`config.mk`:
```
export PLATFORM = sky130hd
export DESIGN_NAME = fwd_mux_stage
export DESIGN_NICKNAME = d
export VERILOG_FILES = /design/src/rtl/cpu_pkg.sv /design/src/rtl/fwd_mux_stage_mux_n.sv /design/src/rtl/fwd_mux_stage.sv
export SDC_FILE = /design/constraint.sdc
export NUM_CORES = 1
export LEC_CHECK = 0
export CAP_MARGIN = 10
export CORE_MARGIN = 1.5
export CORE_UTILIZATION = 25
export DETAILED_ROUTE_END_ITERATION = 16
export DONT_BUFFER_PORTS = 1
export PLACE_DENSITY_LB_ADDON = 0.2
export SLEW_MARGIN = 20
export SYNTH_ARGS = -nofsm -noshare
export SYNTH_HDL_FRONTEND = slang
export SYNTH_SLANG_ARGS = --single-unit
```
`constraint.sdc`:
```
create_clock -name clk -period 3.1 [get_ports clk]
set_input_delay 0.31 -clock clk [delete_from_list [all_inputs] [get_ports clk]]
set_output_delay 0.31 -clock clk [all_outputs]
set_load 0.005 [all_outputs]
```
`src/rtl/cpu_pkg.sv`:
```
// Shared CPU pipeline definitions: forwarding select codes and common widths.
package cpu_pkg;

    // Forwarding source encodings, driven as sel by the hazard unit
    typedef enum logic [1:0] {
        FWD_REG   = 2'd0,
        FWD_EXMEM = 2'd1,
        FWD_MEMWB = 2'd2
    } fwd_sel_e;

    localparam int unsigned ERRCNT_W_DEFAULT = 16;

    // Select width for an N-input mux, never narrower than one bit
    function automatic int unsigned sel_width(input int unsigned n);
        return (n <= 2) ? 1 : $clog2(n);
    endfunction

endpackage : cpu_pkg

```
`src/rtl/fwd_mux_stage_mux_n.sv`:
```
// Combinational N:1 mux; out-of-range select codes fall back to DEFAULT_SEL.
module mux_n
    import cpu_pkg::*;
#(
    parameter int unsigned WIDTH       = 32,
    parameter int unsigned NUM_INPUTS  = 3,
    parameter int unsigned DEFAULT_SEL = 0,
    localparam int unsigned SEL_W      = sel_width(NUM_INPUTS)
) (
    input  logic [NUM_INPUTS*WIDTH-1:0] in_data,
    input  logic [SEL_W-1:0]            sel,
    output logic [WIDTH-1:0]            picked_c,
    output logic [SEL_W-1:0]            eff_sel_c,
    output logic                        oor_c
);

    // Resolve the effective index, then pick the matching input slice
    always_comb begin
        oor_c     = 1'b0;
        eff_sel_c = sel;
        picked_c  = '0;
        if (32'(sel) >= NUM_INPUTS) begin
            oor_c     = 1'b1;
            eff_sel_c = SEL_W'(DEFAULT_SEL);
        end
        for (int unsigned i = 0; i < NUM_INPUTS; i++) begin
            if (eff_sel_c == SEL_W'(i)) begin
                picked_c = in_data[i*WIDTH +: WIDTH];
            end
        end
    end

endmodule : mux_n

```
`src/rtl/fwd_mux_stage.sv`:
```
// ID/EX operand-select stage: registered N:1 mux with stall, flush and select-error tracking.
module fwd_mux_stage
    import cpu_pkg::*;
#(
    parameter int unsigned WIDTH       = 32,
    parameter int unsigned NUM_INPUTS  = 3,
    parameter int unsigned DEFAULT_SEL = 0,
    parameter int unsigned ERRCNT_W    = ERRCNT_W_DEFAULT,
    localparam int unsigned SEL_W      = sel_width(NUM_INPUTS)
) (
    input  logic                        clk,
    input  logic                        rst_n,
    input  logic [NUM_INPUTS*WIDTH-1:0] in_data,
    input  logic [SEL_W-1:0]            sel,
    input  logic                        in_valid,
    input  logic                        stall,
    input  logic                        flush,
    output logic [WIDTH-1:0]            out_data,
    output logic                        out_valid,
    output logic [SEL_W-1:0]            out_sel,
    output logic                        sel_err,
    output logic [ERRCNT_W-1:0]         err_count
);

    logic [WIDTH-1:0]    picked_c;
    logic [SEL_W-1:0]    eff_sel_c;
    logic                oor_c;
    logic                err_evt_c;

    logic [WIDTH-1:0]    out_data_q,  out_data_d;
    logic                out_valid_q, out_valid_d;
    logic [SEL_W-1:0]    out_sel_q,   out_sel_d;
    logic                sel_err_q,   sel_err_d;
    logic [ERRCNT_W-1:0] err_count_q, err_count_d;

    mux_n #(
        .WIDTH       (WIDTH),
        .NUM_INPUTS  (NUM_INPUTS),
        .DEFAULT_SEL (DEFAULT_SEL)
    ) u_mux (
        .in_data   (in_data),
        .sel       (sel),
        .picked_c  (picked_c),
        .eff_sel_c (eff_sel_c),
        .oor_c     (oor_c)
    );

    // Only a real instruction with a bad select counts as an error
    assign err_evt_c = in_valid & oor_c;

    // Next-state: flush beats stall beats capture; counter saturates
    always_comb begin
        out_data_d  = out_data_q;
        out_valid_d = out_valid_q;
        out_sel_d   = out_sel_q;
        sel_err_d   = 1'b0;
        err_count_d = err_count_q;
        if (flush) begin
            out_data_d  = '0;
            out_valid_d = 1'b0;
            out_sel_d   = '0;
        end else if (!stall) begin
            out_data_d  = picked_c;
            out_valid_d = in_valid;
            out_sel_d   = eff_sel_c;
            sel_err_d   = err_evt_c;
            if (err_evt_c && (err_count_q != {ERRCNT_W{1'b1}})) begin
                err_count_d = err_count_q + ERRCNT_W'(1);
            end
        end
    end

    // Output stage registers
    always_ff @(posedge clk or negedge rst_n) begin
        if (!rst_n) begin
            out_data_q  <= '0;
            out_valid_q <= 1'b0;
            out_sel_q   <= '0;
            sel_err_q   <= 1'b0;
            err_count_q <= '0;
        end else begin
            out_data_q  <= out_data_d;
            out_valid_q <= out_valid_d;
            out_sel_q   <= out_sel_d;
            sel_err_q   <= sel_err_d;
            err_count_q <= err_count_d;
        end
    end

    assign out_data  = out_data_q;
    assign out_valid = out_valid_q;
    assign out_sel   = out_sel_q;
    assign sel_err   = sel_err_q;
    assign err_count = err_count_q;

endmodule : fwd_mux_stage

```
* After elaboration in Yosys (flattened, before gate mapping)
Index checks and enable logic that the tools add are counted.
Word-level totals: register bits after elaboration 52
Cells by class: add/sub/neg operators 1, $lt $le $gt $ge 1, eq/ne operators 4, mux-type cells 13, bitwise gates (word level) 3, reduce and logical (&&, ||, !) cells 3
Operators by type and width (number):
- $mux 32 | 5
- $add 16x1->16 const B | 1
- $ne 16x16->1 const B | 1
- $mux 2 | 3
- $mux 1 | 5
- $reduce_and 3->1 | 1
- $eq 2x1->1 const B | 1
- $eq 2x2->1 const B | 1
- $ge 2x2->1 const B | 1
- $logic_not 2->1 | 1
- $ne 2x1->1 const B | 1
- $not 1->1 | 2
- $and 1x1->1 | 1
- $logic_and 1x1->1 | 1

* Depth between registers and ports, before layout
Gate-level depths: netlist (run 1).
depth in word-level cells 8, gate-level depth with buffers 8, mapped depth without buffers 6

* Hierarchy
Synthesis (run 1) repeated with hierarchy kept, for this count alone.
Unflattened totals: cell total of the unflattened synthesis 341, area total of the unflattened synthesis 3254.4 um2
Modules (own cells, without submodules):
- fwd_mux_stage | times used 1, cells an instance 191, area an instance 2324.7 um2, seq. area each 1301.2 um2
- mux_n | times used 1, cells an instance 150, area an instance 929.6 um2, seq. area each 0.0 um2

* Worst setup path after synthesis (run 1)
No wires, ideal clock.
path type register -> register, start point register err_count_q[0] (netlist: err_count[0]), end point register err_count_q[1] (netlist: err_count[1]), arrival time 1.564 ns, required time 2.975 ns, setup slack 1.411 ns, cell stages (with the launch flop) 7, buffers on the path 1, period minus slack after synthesis 1.689 ns, cells stage by stage dfrtp_1 -> ha_1 -> and3_1 -> and4bb_1 -> buf_4 -> nor2_1 -> mux2_4
On the way: word-level cells in the longest chain between the ends 3, elaborated cells between the ends (all ways) 4, those cells by class add/sub (1); eq/ne (1); reduce/logical (2)
RTL lines:
- start: declaration | RTL line fwd_mux_stage.sv:34 | logic [ERRCNT_W-1:0] err_count_q, err_count_d;
- start signal: assignment | RTL line fwd_mux_stage.sv:86 | err_count_q <= err_count_d;
- parallel branches: the longest is 3 deep, another holds $add 16x1->16
Parallel ways; which one is timed is not known. A chain may end at the register's enable or synchronous reset.

* Worst setup path in the final report (run 1)
start point input sel[1], end point register out_data_q[14] (netlist: out_data[14])
On the way: word-level cells in the longest chain between the ends 8, elaborated cells between the ends (all ways) 10, those cells by class order compare (1); eq/ne (2); mux (6); reduce/logical (1)
RTL lines:
- start: declaration | RTL line fwd_mux_stage.sv:14 | input logic [SEL_W-1:0] sel,
- $ge 2x2->1 | RTL line fwd_mux_stage_mux_n.sv:22 | if (32'(sel) >= NUM_INPUTS) begin
- $mux 2 * | RTL line fwd_mux_stage_mux_n.sv:22
- $logic_not 2->1 | RTL line fwd_mux_stage_mux_n.sv:27 | if (eff_sel_c == SEL_W'(i)) begin
- $mux 32 (2 in series) | RTL line fwd_mux_stage_mux_n.sv:27
- $mux 32 * | RTL line fwd_mux_stage_mux_n.sv:27
- $mux 32 * | RTL line fwd_mux_stage.sv:62 | end else if (!stall) begin
- $mux 32 * | RTL line fwd_mux_stage.sv:58 | if (flush) begin
- end signal: assignment | RTL line fwd_mux_stage.sv:82 | out_data_q <= out_data_d;
- end: declaration | RTL line fwd_mux_stage.sv:30 | logic [WIDTH-1:0] out_data_q, out_data_d;
Every way passes the cells marked *; elsewhere a longest branch is shown, timed or not. The select of a mux whose other input is x is not followed.

==> metrics.txt, run 1 <==
# TYPE chip_impl_metric gauge
chip_impl_info{name="run_status",value="finished with violations"} 1
chip_impl_info{name="failed_checks",value="DRC"} 1
chip_impl_metric{name="crit_path_max_incr_delay",unit="ps"} 860
chip_impl_metric{name="fmax",unit="GHz"} 0.556
chip_impl_metric{name="finalNonFillerCells",unit=""} 439
chip_impl_metric{name="report.power.total",unit="uW"} 1600
chip_impl_metric{name="worstPathRequired",unit="ps"} 3290
chip_impl_metric{name="rr_worst_depth",unit=""} 5
chip_impl_metric{name="placement.setup.worst_slack",unit="ps"} 958
chip_impl_metric{name="cts-hold-fix-buffers",unit=""} 2
chip_impl_metric{name="report.final.setup_viol",unit=""} 0
chip_impl_info{name="synthMostInstantiatedCell",value="sky130_fd_sc_hd__nand2_1"} 1
chip_impl_metric{name="layout-drive-gt1-share",unit="%"} 18.2
chip_impl_metric{name="relSlewSlack",unit="%"} 32.2
chip_impl_info{name="timing.critical_path.from",value="sel[1]"} 1
chip_impl_metric{name="maximum_number_of_pins_on_one_net_before_global_route_repair",unit=""} 65
chip_impl_metric{name="worst-path-buf-inv",unit=""} 1
chip_impl_metric{name="yosysUniqueCellTypes",unit=""} 35
chip_impl_metric{name="timing.final.crit_share",unit="%"} 58.0
chip_impl_metric{name="clock_buffers_created_by_tritoncts",unit=""} 5
chip_impl_info{name="cp_cell_sequence",value="inv_1, ha_2, o21ai_0, mux2_2, a22o_1"} 1
chip_impl_metric{name="max-cap-violations",unit=""} 0
chip_impl_info{name="critical_path.reg2reg.startpoint",value="err_count[0]$_DFFE_PN0P_"} 1
chip_impl_metric{name="htree_num_levels",unit=""} 2
chip_impl_info{name="crit_type",value="in -> reg"} 1
chip_impl_metric{name="drt_drc_violations_left",unit=""} 14
chip_impl_info{name="synth_flop_type",value="sky130_fd_sc_hd__dfrtp_1"} 1
chip_impl_metric{name="antenna_found_initial",unit=""} 0
chip_impl_metric{name="synth-edff-count",unit=""} 0
chip_impl_metric{name="synthesis.area_per_instance",unit="um2"} 9.75
chip_impl_metric{name="dieArea",unit="um2"} 12700
chip_impl_metric{name="postSynthRegisterBits",unit=""} 52
chip_impl_metric{name="layout.nets",unit=""} 404
chip_impl_info{name="r2r-end",value="err_count[1]$_DFFE_PN0P_"} 1
chip_impl_info{name="worst_setup_path_start_kind",value="input pin"} 1
chip_impl_info{name="netlist_top_cells_count",value="sky130_fd_sc_hd__nand2_1, sky130_fd_sc_hd__dfrtp_1, sky130_fd_sc_hd__o21ai_0"} 1
chip_impl_metric{name="static-leakage-power",unit="uW"} 0.00152
chip_impl_info{name="cts_tree",value="done"} 1
chip_impl_metric{name="critical_path_cell_count",unit=""} 5
chip_impl_metric{name="io_pins",unit=""} 155
chip_impl_metric{name="route.antenna.remaining_nets",unit=""} 0
chip_impl_metric{name="design.core.area",unit="um2"} 11600
chip_impl_metric{name="ff2ff_setup_slack",unit="ps"} 1350
chip_impl_metric{name="first_global_vias",unit=""} 2325
chip_impl_info{name="rsz0062_at_grt",value="no"} 1
chip_impl_info{name="cp_top_family",value="adder cells"} 1
chip_impl_info{name="cpMaxStageDelayCell",value="sky130_fd_sc_hd__ha_2"} 1
chip_impl_metric{name="initial_core_util",unit="%"} 26.0
chip_impl_metric{name="grt_use_total",unit="%"} 13.0
chip_impl_metric{name="portBuffers",unit=""} 0
chip_impl_metric{name="finalHoldViolCount",unit=""} 0
chip_impl_metric{name="yosys_warnings",unit=""} 0
chip_impl_info{name="endpoint_kind_of_the_worst_setup_timing_path",value="register"} 1
chip_impl_metric{name="global_route.overflow_total",unit=""} 0
chip_impl_info{name="worst_min_path_class",value="in -> reg"} 1
chip_impl_metric{name="flow.area_growth_from_synthesis",unit="%"} 9.80
chip_impl_metric{name="detailedPlacementHpwl",unit="um"} 5470
chip_impl_metric{name="pin_slew_with_the_least_headroom_to_its_limit",unit="ps"} 1020
chip_impl_metric{name="cts_resized",unit=""} 0
chip_impl_metric{name="power.density",unit="nW/um2"} 485
chip_impl_metric{name="synth_fp_nets",unit=""} 417
chip_impl_metric{name="drt-total-wl",unit="um"} 8050
chip_impl_metric{name="die_width",unit="um"} 113
chip_impl_metric{name="postSynth.asyncResetShare",unit="%"} 100
chip_impl_metric{name="multiInputGateArea",unit="um2"} 1600
chip_impl_metric{name="fill_cells",unit=""} 1231
chip_impl_metric{name="antennaDiodeCount",unit=""} 0
chip_impl_metric{name="cts.path.max_buffers",unit=""} 2
chip_impl_metric{name="gpl.final_weighted_congestion",unit=""} 0.709
chip_impl_metric{name="route.detailed.wl_per_inst",unit="um"} 18.3
chip_impl_metric{name="synth_top_cell_area_share",unit="%"} 43.4
chip_impl_metric{name="via_per_inst",unit=""} 5.05
chip_impl_metric{name="cts_post_setup_buffers_inserted",unit=""} 0
chip_impl_metric{name="maxSlewViolCount",unit=""} 0
chip_impl_metric{name="clk_latency",unit="ps"} 310
chip_impl_metric{name="drtPass1Iterations",unit=""} 10
chip_impl_info{name="synth_top_cell_by_area",value="sky130_fd_sc_hd__dfrtp_1"} 1
chip_impl_metric{name="grt_pass1_wl",unit="um"} 12700
chip_impl_info{name="endpoint",value="out_data[14]$_DFFE_PN0P_"} 1
chip_impl_metric{name="ir_drop",unit="uV"} 306
chip_impl_metric{name="crit_path_max_fanout",unit=""} 64
chip_impl_metric{name="seq_area_frac_synth",unit="%"} 43.4
chip_impl_metric{name="crit_arrival",unit="ps"} 1990
chip_impl_metric{name="setup_tns",unit="ps"} 0
chip_impl_metric{name="netlist_area",unit="um2"} 3000
chip_impl_metric{name="dp_cell_count",unit=""} 429
chip_impl_metric{name="area.sequential",unit="um2"} 1300
chip_impl_info{name="clk_root_buffer_cell",value="sky130_fd_sc_hd__clkbuf_16"} 1
chip_impl_metric{name="die_y",unit="um"} 113
chip_impl_metric{name="detailroute.via_count",unit=""} 2216
chip_impl_metric{name="fin_worst_skew",unit="ps"} 1.82
chip_impl_metric{name="finalWorstSetupSlack",unit="ps"} 1300
chip_impl_metric{name="synthCells",unit=""} 308
chip_impl_metric{name="min_period",unit="ps"} 1800
chip_impl_metric{name="worst_setup_hold_path_clk_slew",unit="ps"} 70
chip_impl_info{name="synth_area_leaders",value="sky130_fd_sc_hd__dfrtp_1, sky130_fd_sc_hd__mux2_2, sky130_fd_sc_hd__a22o_1"} 1
chip_impl_metric{name="dr.first_iter.drc_count",unit=""} 107
chip_impl_metric{name="row_count",unit=""} 39
chip_impl_metric{name="clock_sink_count",unit=""} 52
==> cells in the final DEF, fill, tap and decap left out, types with 2 or more instances in the layout <==
cell / instances
sky130_fd_sc_hd__nand2_1: 70
sky130_fd_sc_hd__dfrtp_1: 52
sky130_fd_sc_hd__o21ai_0: 33
sky130_fd_sc_hd__a22o_1: 32
sky130_fd_sc_hd__mux2_2: 31
sky130_fd_sc_hd__xor2_1: 14
sky130_fd_sc_hd__nor2_1: 8
sky130_fd_sc_hd__nor3_1: 5
sky130_fd_sc_hd__clkbuf_16: 5
sky130_fd_sc_hd__nand3_1: 4
sky130_fd_sc_hd__nor4_1: 4
sky130_fd_sc_hd__inv_1: 3
sky130_fd_sc_hd__mux2i_1: 3
sky130_fd_sc_hd__ha_1: 3
sky130_fd_sc_hd__ha_2: 3
sky130_fd_sc_hd__nand4_1: 2
sky130_fd_sc_hd__and3_1: 2
sky130_fd_sc_hd__inv_6: 2
==> logic make-up after synthesis <==
family / after synthesis / synth area share (%)
AO/OA/AOI/OAI: 67 / 15.5
buffers and inverters: 27 / 3.71
adder cells (fa/ha/maj): 6 / 2.50
AND/OR/NAND/NOR: 106 / 17.4
XOR/XNOR: 14 / 4.09
flip-flops: 52 / 43.4
multiplexers: 36 / 13.5
==> registers in the layout, summed over array words and instances, names as in the netlist <==
name,flops
out_data,32
err_count,16
out_sel,2
out_valid,1
sel_err,1
==> worst min-delay path by stage <==
stage / start / endpoint / slack [ps] / cells past startpoint
after floorplan: rst_n / err_count[0]$_DFFE_PN0P_ / 10 / 0
after CTS: flush / out_sel[1]$_DFFE_PN0P_ / 50 / 1
final: flush / out_sel[1]$_DFFE_PN0P_ / 60 / 1
after detailed placement: rst_n / out_data[3]$_DFFE_PN0P_ / 20 / 0
after global routing: flush / out_sel[1]$_DFFE_PN0P_ / 40 / 1
after global placement: rst_n / out_data[6]$_DFFE_PN0P_ / 20 / 0
==> worst register-to-register path: cells and delay by family (launching register included) <==
kind / cells / cell delay, ps
flops: 1 / 430
mux: 1 / 320
simple gates: 3 / 660
fa+ha+maj: 1 / 240
==> power by group <==
| group | internal [uW] | total [uW] | switching [uW] |
|---|---|---|---|
| clock | 306 | 595 | 288 |
| combinational | 111 | 229 | 118 |
| sequential | 724 | 773 | 49.0 |
==> metal layers <==
layer	track usage (%)	routed length (um)
met4	3.80	102
met2	22.4	3920
met1	14.5	3270
met5	0	0
met3	5.72	766
==> layout make-up <==
type                       instances  area share, %
tap                              143           5.43
inverter                           4          0.494
sequential                        52           39.5
timing repair buffer               3           1.37
clock inverter                     3          0.759
clock buffer                       5           3.80
multi-input combinational        229           48.7
==> per-stage QoR <==
stage                     instance area, um2  utilization (%)  hold WS [ps]
after floorplan                         3000                -          14.4
after global routing                    3300             28.5          44.0
after global placement                  3110             26.9          15.9
final                                   3300             28.5          59.8
after CTS                               3290             28.5          45.8
after detailed placement                3110             26.9          16.1
(Power assumes the default switching activity.)
==> run 2: changes to the inputs <==
==> constraint.sdc (replaced) <==
create_clock -name clk -period 1.6 [get_ports clk]
set_input_delay 0.16 -clock clk [delete_from_list [all_inputs] [get_ports clk]]
set_output_delay 0.16 -clock clk [all_outputs]
set_load 0.005 [all_outputs]
==> run 2 against run 1 <==
Against the previous run:
- the run still ends with DRC left
- final cell count grew 6.6%
- worst hold slack lost 28 ps
- critical endpoint is now err_count[1]$_DFFE_PN0P_
- die area is the same
- combinational power grew 150%
- via count grew 5.7%
- wire length shrank 2.0%
- sequential share of layout area shrank 3.4 points
- count of clock-buffer cells in the layout grew 1
==> metrics.txt, run 2 (synthesized netlist as in run 1, its figures left out) <==
# TYPE chip_impl_metric gauge
chip_impl_metric{name="drt_drc_violations_left",unit=""} 13
chip_impl_metric{name="worst-path-buf-inv",unit=""} 0
chip_impl_info{name="endpoint_kind_of_the_worst_setup_timing_path",value="register"} 1
chip_impl_metric{name="maxSlewViolCount",unit=""} 0
chip_impl_metric{name="maximum_number_of_pins_on_one_net_before_global_route_repair",unit=""} 53
chip_impl_info{name="cts_tree",value="done"} 1
chip_impl_metric{name="antenna_found_initial",unit=""} 0
chip_impl_info{name="layout_commonest_cell",value="sky130_fd_sc_hd__nand2_1"} 1
chip_impl_info{name="cpMaxStageDelayCell",value="sky130_fd_sc_hd__dfrtp_1"} 1
chip_impl_metric{name="design.core.area",unit="um2"} 11600
chip_impl_metric{name="min_period",unit="ps"} 1490
chip_impl_metric{name="power.density",unit="nW/um2"} 922
chip_impl_info{name="clk_root_buffer_cell",value="sky130_fd_sc_hd__clkbuf_16"} 1
chip_impl_info{name="run_status",value="finished with violations"} 1
chip_impl_metric{name="detailedPlacementHpwl",unit="um"} 5700
chip_impl_metric{name="worst_setup_hold_path_clk_slew",unit="ps"} 70
chip_impl_metric{name="setup_tns",unit="ps"} 0
chip_impl_metric{name="grt_pass1_wl",unit="um"} 12800
chip_impl_metric{name="ir_drop",unit="uV"} 407
chip_impl_metric{name="layout.nets",unit=""} 433
chip_impl_metric{name="route.antenna.remaining_nets",unit=""} 0
chip_impl_metric{name="clock_buffers_created_by_tritoncts",unit=""} 5
chip_impl_metric{name="htree_num_levels",unit=""} 2
chip_impl_metric{name="crit_path_max_incr_delay",unit="ps"} 390
chip_impl_metric{name="dieArea",unit="um2"} 12700
chip_impl_metric{name="antennaDiodeCount",unit=""} 0
chip_impl_metric{name="pin_slew_with_the_least_headroom_to_its_limit",unit="ps"} 381
chip_impl_metric{name="relSlewSlack",unit="%"} 74.3
chip_impl_metric{name="via_per_inst",unit=""} 5.01
chip_impl_metric{name="global_route.overflow_total",unit=""} 0
chip_impl_metric{name="static-leakage-power",unit="uW"} 0.00169
chip_impl_metric{name="first_global_vias",unit=""} 2482
chip_impl_info{name="cp_top_family",value="simple AND/OR/NAND/NOR gates"} 1
chip_impl_info{name="crit_type",value="reg -> reg"} 1
chip_impl_metric{name="layout-drive-gt1-share",unit="%"} 26.2
chip_impl_metric{name="die_y",unit="um"} 113
chip_impl_metric{name="cts_post_setup_buffers_inserted",unit=""} 0
chip_impl_metric{name="clk_latency",unit="ps"} 290
chip_impl_metric{name="max-cap-violations",unit=""} 0
chip_impl_metric{name="detailroute.via_count",unit=""} 2343
chip_impl_metric{name="report.final.setup_viol",unit=""} 0
chip_impl_metric{name="initial_core_util",unit="%"} 26.0
chip_impl_metric{name="drt-total-wl",unit="um"} 7890
chip_impl_metric{name="grt_use_total",unit="%"} 12.8
chip_impl_metric{name="io_pins",unit=""} 155
chip_impl_metric{name="report.power.total",unit="uW"} 3320
chip_impl_metric{name="drtPass1Iterations",unit=""} 10
chip_impl_metric{name="largest_register_ff_count",unit=""} 32
chip_impl_info{name="worst_min_path_class",value="in -> reg"} 1
chip_impl_info{name="rsz0062_at_grt",value="no"} 1
chip_impl_info{name="most_frequent_cells_in_the_layout",value="sky130_fd_sc_hd__nand2_1, sky130_fd_sc_hd__dfrtp_1, sky130_fd_sc_hd__o21ai_0"} 1
chip_impl_metric{name="finalHoldViolCount",unit=""} 0
chip_impl_info{name="cp_cell_sequence",value="ha_2, and3_1, and4bb_4, nor2_4, mux2_4"} 1
chip_impl_metric{name="flow.area_growth_from_synthesis",unit="%"} 20.1
chip_impl_metric{name="crit_arrival",unit="ps"} 1670
chip_impl_info{name="worst_setup_path_start_kind",value="register"} 1
chip_impl_metric{name="row_count",unit=""} 39
chip_impl_metric{name="timing.final.crit_share",unit="%"} 93.0
chip_impl_metric{name="crit_path_max_fanout",unit=""} 7
chip_impl_info{name="failed_checks",value="DRC"} 1
chip_impl_metric{name="gpl.final_weighted_congestion",unit=""} 0.741
chip_impl_metric{name="clock_sink_count",unit=""} 52
chip_impl_metric{name="fmax",unit="GHz"} 0.672
chip_impl_metric{name="portBuffers",unit=""} 0
chip_impl_metric{name="dr.first_iter.drc_count",unit=""} 127
chip_impl_metric{name="fin_worst_skew",unit="ps"} 2.43
chip_impl_metric{name="route.detailed.wl_per_inst",unit="um"} 16.9
chip_impl_metric{name="cts.path.max_buffers",unit=""} 2
chip_impl_metric{name="worstPathRequired",unit="ps"} 1780
chip_impl_metric{name="fill_cells",unit=""} 1207
chip_impl_metric{name="die_width",unit="um"} 113
[run 2: final cells by class]
class | count | area [um2] | area share (%)
clock buffer | 6 | 139 | 3.85
tap | 143 | 179 | 4.96
sequential | 52 | 1300 | 36.1
multi-input combinational | 229 | 1620 | 44.8
inverter | 4 | 16.3 | 0.451
timing repair buffer | 32 | 315 | 8.75
clock inverter | 2 | 38.8 | 1.08
[run 2: through the flow]
step / util (%) / setup WS (ps) / cells / instance area, um2 / hold WS (ps)
6_report: 31.2 / 112 / 468 / 3600 / 32.1
5_1_grt: 31.2 / 41.5 / 468 / 3600 / 38.9
4_1_cts: 31.1 / 4.17 / 468 / 3600 / 29.2
3_5_place_dp: 29.1 / 7.98 / 457 / 3370 / -134
3_3_place_gp: 29.1 / 45.2 / 457 / 3370 / -134
2_1_floorplan: - / 21.8 / 308 / 3010 / -136
[run 2: worst paths after layout]
path / from / to / slack, ps / cells after the start
max reg2reg: err_count[0]$_DFFE_PN0P_ / err_count[1]$_DFFE_PN0P_ / 110 / 5
min reg2reg: out_data[13]$_DFFE_PN0P_ / out_data[13]$_DFFE_PN0P_ / 540 / 1
min: in_valid / out_valid$_DFFE_PN0P_ / 30 / 2
max in group asynchronous: rst_n / out_data[30]$_DFFE_PN0P_ / 960 / 2
max: err_count[0]$_DFFE_PN0P_ / err_count[1]$_DFFE_PN0P_ / 110 / 5
min in group asynchronous: rst_n / out_data[18]$_DFFE_PN0P_ / 420 / 2
[run 2: worst register-to-register path, stage by stage (launching register included)]
cell and delay (ps):
sky130_fd_sc_hd__dfrtp_1 390, sky130_fd_sc_hd__ha_2 200, sky130_fd_sc_hd__and3_1 140, sky130_fd_sc_hd__and4bb_4 240
sky130_fd_sc_hd__nor2_4 110, sky130_fd_sc_hd__mux2_4 300
[run 2: report_power, final]
| group | switching (uW) | internal, uW | total [uW] | leakage (uW) |
|---|---|---|---|---|
| sequential | 70.3 | 1400 | 1470 | 0.000701 |
| combinational | 280 | 290 | 570 | 0.000901 |
| clock | 496 | 785 | 1280 | 0.0000871 |
[run 2: metal layers]
| metal | track usage, % | up-vias | share of wire, % |
|---|---|---|---|
| met3 | 3.51 | 0 | 6.9 |
| met4 | 3.04 | 0 | 0 |
| met5 | 0 | - | 0 |
| met2 | 23.1 | 89 | 52 |
| li1 | - | 1114 | - |
| met1 | 15.0 | 1140 | 41 |
[run 2: what timing repair did]
action	4_1_cts	5_1_grt
hold buffers	3	0
gates resized for setup	0	3
setup endpoints to repair	0	5
hold endpoints to repair	55	0
==> run 3: changes to the inputs <==
--- a/config.mk
+++ b/config.mk
@@ -10,6 +10,7 @@
 export CORE_UTILIZATION = 25
 export DETAILED_ROUTE_END_ITERATION = 16
 export DONT_BUFFER_PORTS = 1
+export MAX_ROUTING_LAYER = met4
 export PLACE_DENSITY_LB_ADDON = 0.2
 export SLEW_MARGIN = 20
 export SYNTH_ARGS = -nofsm -noshare
==> run 3 against run 2 <==
Against the previous run:
- the flow still finishes with violations (DRC)
- critical path depth unchanged
- clock skew about the same
- non-clock buffer count unchanged
- combinational power about the same
- clock power about the same
- worst hold slack got worse by 0.65 ps
- utilization unchanged
- largest power group unchanged
- highest routed layer is now met4
==> metrics.txt, run 3 (synthesized netlist as in run 1, its figures left out) <==
# TYPE chip_impl_metric gauge
chip_impl_info{name="cpMaxStageDelayCell",value="sky130_fd_sc_hd__dfrtp_1"} 1
chip_impl_metric{name="rr_worst_depth",unit=""} 5
chip_impl_metric{name="timing.final.crit_share",unit="%"} 93.0
chip_impl_metric{name="via_per_inst",unit=""} 5.03
chip_impl_metric{name="crit_arrival",unit="ps"} 1670
chip_impl_metric{name="layout.nets",unit=""} 433
chip_impl_metric{name="layout-drive-gt1-share",unit="%"} 26.2
chip_impl_metric{name="setup_tns",unit="ps"} 0
chip_impl_metric{name="report.final.setup_viol",unit=""} 0
chip_impl_info{name="worst_setup_path_start_kind",value="register"} 1
chip_impl_info{name="r2r-end",value="err_count[1]$_DFFE_PN0P_"} 1
chip_impl_info{name="clk_root_buffer_cell",value="sky130_fd_sc_hd__clkbuf_16"} 1
chip_impl_metric{name="largest_register_ff_count",unit=""} 32
chip_impl_metric{name="initial_core_util",unit="%"} 26.0
chip_impl_metric{name="drtPass1Iterations",unit=""} 10
chip_impl_metric{name="max-cap-violations",unit=""} 0
chip_impl_metric{name="antenna_found_initial",unit=""} 0
chip_impl_info{name="layout_commonest_cell",value="sky130_fd_sc_hd__nand2_1"} 1
chip_impl_info{name="cts_tree",value="done"} 1
chip_impl_metric{name="power.density",unit="nW/um2"} 923
chip_impl_metric{name="clk_latency",unit="ps"} 290
chip_impl_info{name="endpoint_kind_of_the_worst_setup_timing_path",value="register"} 1
chip_impl_metric{name="min_period",unit="ps"} 1490
chip_impl_metric{name="htree_num_levels",unit=""} 2
chip_impl_metric{name="gpl.final_weighted_congestion",unit=""} 0.750
chip_impl_metric{name="maximum_number_of_pins_on_one_net_before_global_route_repair",unit=""} 53
chip_impl_metric{name="route.antenna.remaining_nets",unit=""} 0
chip_impl_metric{name="worst-path-buf-inv",unit=""} 0
chip_impl_info{name="rsz0062_at_grt",value="no"} 1
chip_impl_info{name="critical_path.reg2reg.startpoint",value="err_count[0]$_DFFE_PN0P_"} 1
chip_impl_metric{name="worst_setup_hold_path_clk_slew",unit="ps"} 70
chip_impl_metric{name="ff2ff_setup_slack",unit="ps"} 110
chip_impl_metric{name="die_width",unit="um"} 113
chip_impl_info{name="failed_checks",value="DRC"} 1
chip_impl_metric{name="relSlewSlack",unit="%"} 74.3
chip_impl_info{name="most_frequent_cells_in_the_layout",value="sky130_fd_sc_hd__nand2_1, sky130_fd_sc_hd__dfrtp_1, sky130_fd_sc_hd__o21ai_0"} 1
chip_impl_metric{name="row_count",unit=""} 39
chip_impl_metric{name="drt-total-wl",unit="um"} 7910
chip_impl_metric{name="clock_buffers_created_by_tritoncts",unit=""} 5
chip_impl_metric{name="pin_slew_with_the_least_headroom_to_its_limit",unit="ps"} 381
chip_impl_metric{name="antennaDiodeCount",unit=""} 0
chip_impl_metric{name="portBuffers",unit=""} 0
chip_impl_metric{name="detailroute.via_count",unit=""} 2352
chip_impl_info{name="run_status",value="finished with violations"} 1
chip_impl_metric{name="dr.first_iter.drc_count",unit=""} 129
chip_impl_metric{name="detailedPlacementHpwl",unit="um"} 5700
chip_impl_metric{name="maxSlewViolCount",unit=""} 0
chip_impl_metric{name="flow.area_growth_from_synthesis",unit="%"} 20.1
chip_impl_metric{name="dieArea",unit="um2"} 12700
chip_impl_metric{name="die_y",unit="um"} 113
chip_impl_info{name="endpoint",value="err_count[1]$_DFFE_PN0P_"} 1
chip_impl_metric{name="crit_path_max_incr_delay",unit="ps"} 390
chip_impl_metric{name="design.core.area",unit="um2"} 11600
chip_impl_metric{name="critical_path_cell_count",unit=""} 5
chip_impl_metric{name="global_route.overflow_total",unit=""} 0
chip_impl_metric{name="fill_cells",unit=""} 1207
chip_impl_metric{name="fmax",unit="GHz"} 0.672
chip_impl_info{name="cp_cell_sequence",value="ha_2, and3_1, and4bb_4, nor2_4, mux2_4"} 1
chip_impl_metric{name="worstPathRequired",unit="ps"} 1780
chip_impl_metric{name="finalHoldWorstSlack",unit="ps"} 31.4
chip_impl_metric{name="crit_path_max_fanout",unit=""} 7
chip_impl_metric{name="drt_drc_violations_left",unit=""} 13
chip_impl_metric{name="finalHoldViolCount",unit=""} 0
chip_impl_metric{name="fin_worst_skew",unit="ps"} 2.43
chip_impl_metric{name="grt_pass1_wl",unit="um"} 12800
chip_impl_metric{name="io_pins",unit=""} 155
chip_impl_info{name="cp_top_family",value="simple AND/OR/NAND/NOR gates"} 1
chip_impl_metric{name="ir_drop",unit="uV"} 407
chip_impl_info{name="crit_type",value="reg -> reg"} 1
chip_impl_metric{name="route.detailed.wl_per_inst",unit="um"} 16.9
chip_impl_metric{name="static-leakage-power",unit="uW"} 0.00169
chip_impl_metric{name="clock_sink_count",unit=""} 52
chip_impl_metric{name="cts.path.max_buffers",unit=""} 2
chip_impl_metric{name="grt_use_total",unit="%"} 13.2
chip_impl_info{name="worst_min_path_class",value="in -> reg"} 1
chip_impl_metric{name="first_global_vias",unit=""} 2480
chip_impl_info{name="timing.critical_path.from",value="err_count[0]$_DFFE_PN0P_"} 1
-- run 3: final cells by class --
cell class	instances	area (um2)	share of cell area, %
inverters	4	16.3	0.451
clock inverters	2	38.8	1.08
flip-flops and latches	52	1300	36.1
clock buffers	6	139	3.85
repair buffers	32	315	8.75
multi-input cells	229	1620	44.8
well taps	143	179	4.96
-- run 3: report_power, final --
| group | leakage [uW] | total [uW] | switching [uW] | internal [uW] |
|---|---|---|---|---|
| clock network | 0.0000871 | 1280 | 499 | 785 |
| logic | 0.000901 | 570 | 280 | 290 |
| registers | 0.000701 | 1470 | 70.3 | 1400 |
| total | 0.00169 | 3330 | 849 | 2480 |
-- run 3: per-layer routing --
| layer | up-vias | routed length [um] | track usage, % |
|---|---|---|---|
| met5 | - | 0 | - |
| met4 | 0 | 57 | 3.04 |
| met3 | 5 | 529 | 3.35 |
| met2 | 91 | 4060 | 23.1 |
| met1 | 1142 | 3260 | 15.1 |
| li1 | 1114 | - | - |
-- run 3: worst min-delay path by stage --
| stage | start | to | slack (ps) | depth (start not counted) |
|---|---|---|---|---|
| final | in_valid | out_valid$_DFFE_PN0P_ | 30 | 2 |
| after global routing | in_valid | out_valid$_DFFE_PN0P_ | 40 | 2 |
| after CTS | in_valid | out_valid$_DFFE_PN0P_ | 30 | 2 |
| after detailed placement | rst_n | out_data[8]$_DFFE_PN0P_ | -130 | 0 |
| after global placement | rst_n | out_data[3]$_DFFE_PN0P_ | -130 | 0 |
| after floorplan | rst_n | err_count[0]$_DFFE_PN0P_ | -140 | 0 |
-- run 3: repair_timing --
action | in CTS | in global routing
hold buffers | 3 | 0
setup buffers | 0 | 0
endpoints found under the hold margin | 55 | 0
setup endpoints to repair | 0 | 5
gates resized for setup | 0 | 3
-- run 3: stage by stage --
stage	area (um2)	utilization, %	cells	setup WS [ps]	total power, uW
after floorplan	3010	-	308	21.8	1850
after global placement	3370	29.1	457	45.2	2020
after detailed placement	3370	29.1	457	7.98	2040
after CTS	3600	31.1	468	4.17	3400
after global routing	3600	31.2	468	41.5	3530
final	3600	31.2	468	112	3330
-- run 3: worst register-to-register path: stages (launching register included) --
cell	delay, ps
sky130_fd_sc_hd__dfrtp_1	390
sky130_fd_sc_hd__ha_2	200
sky130_fd_sc_hd__and3_1	140
sky130_fd_sc_hd__and4bb_4	240
sky130_fd_sc_hd__nor2_4	110
sky130_fd_sc_hd__mux2_4	300
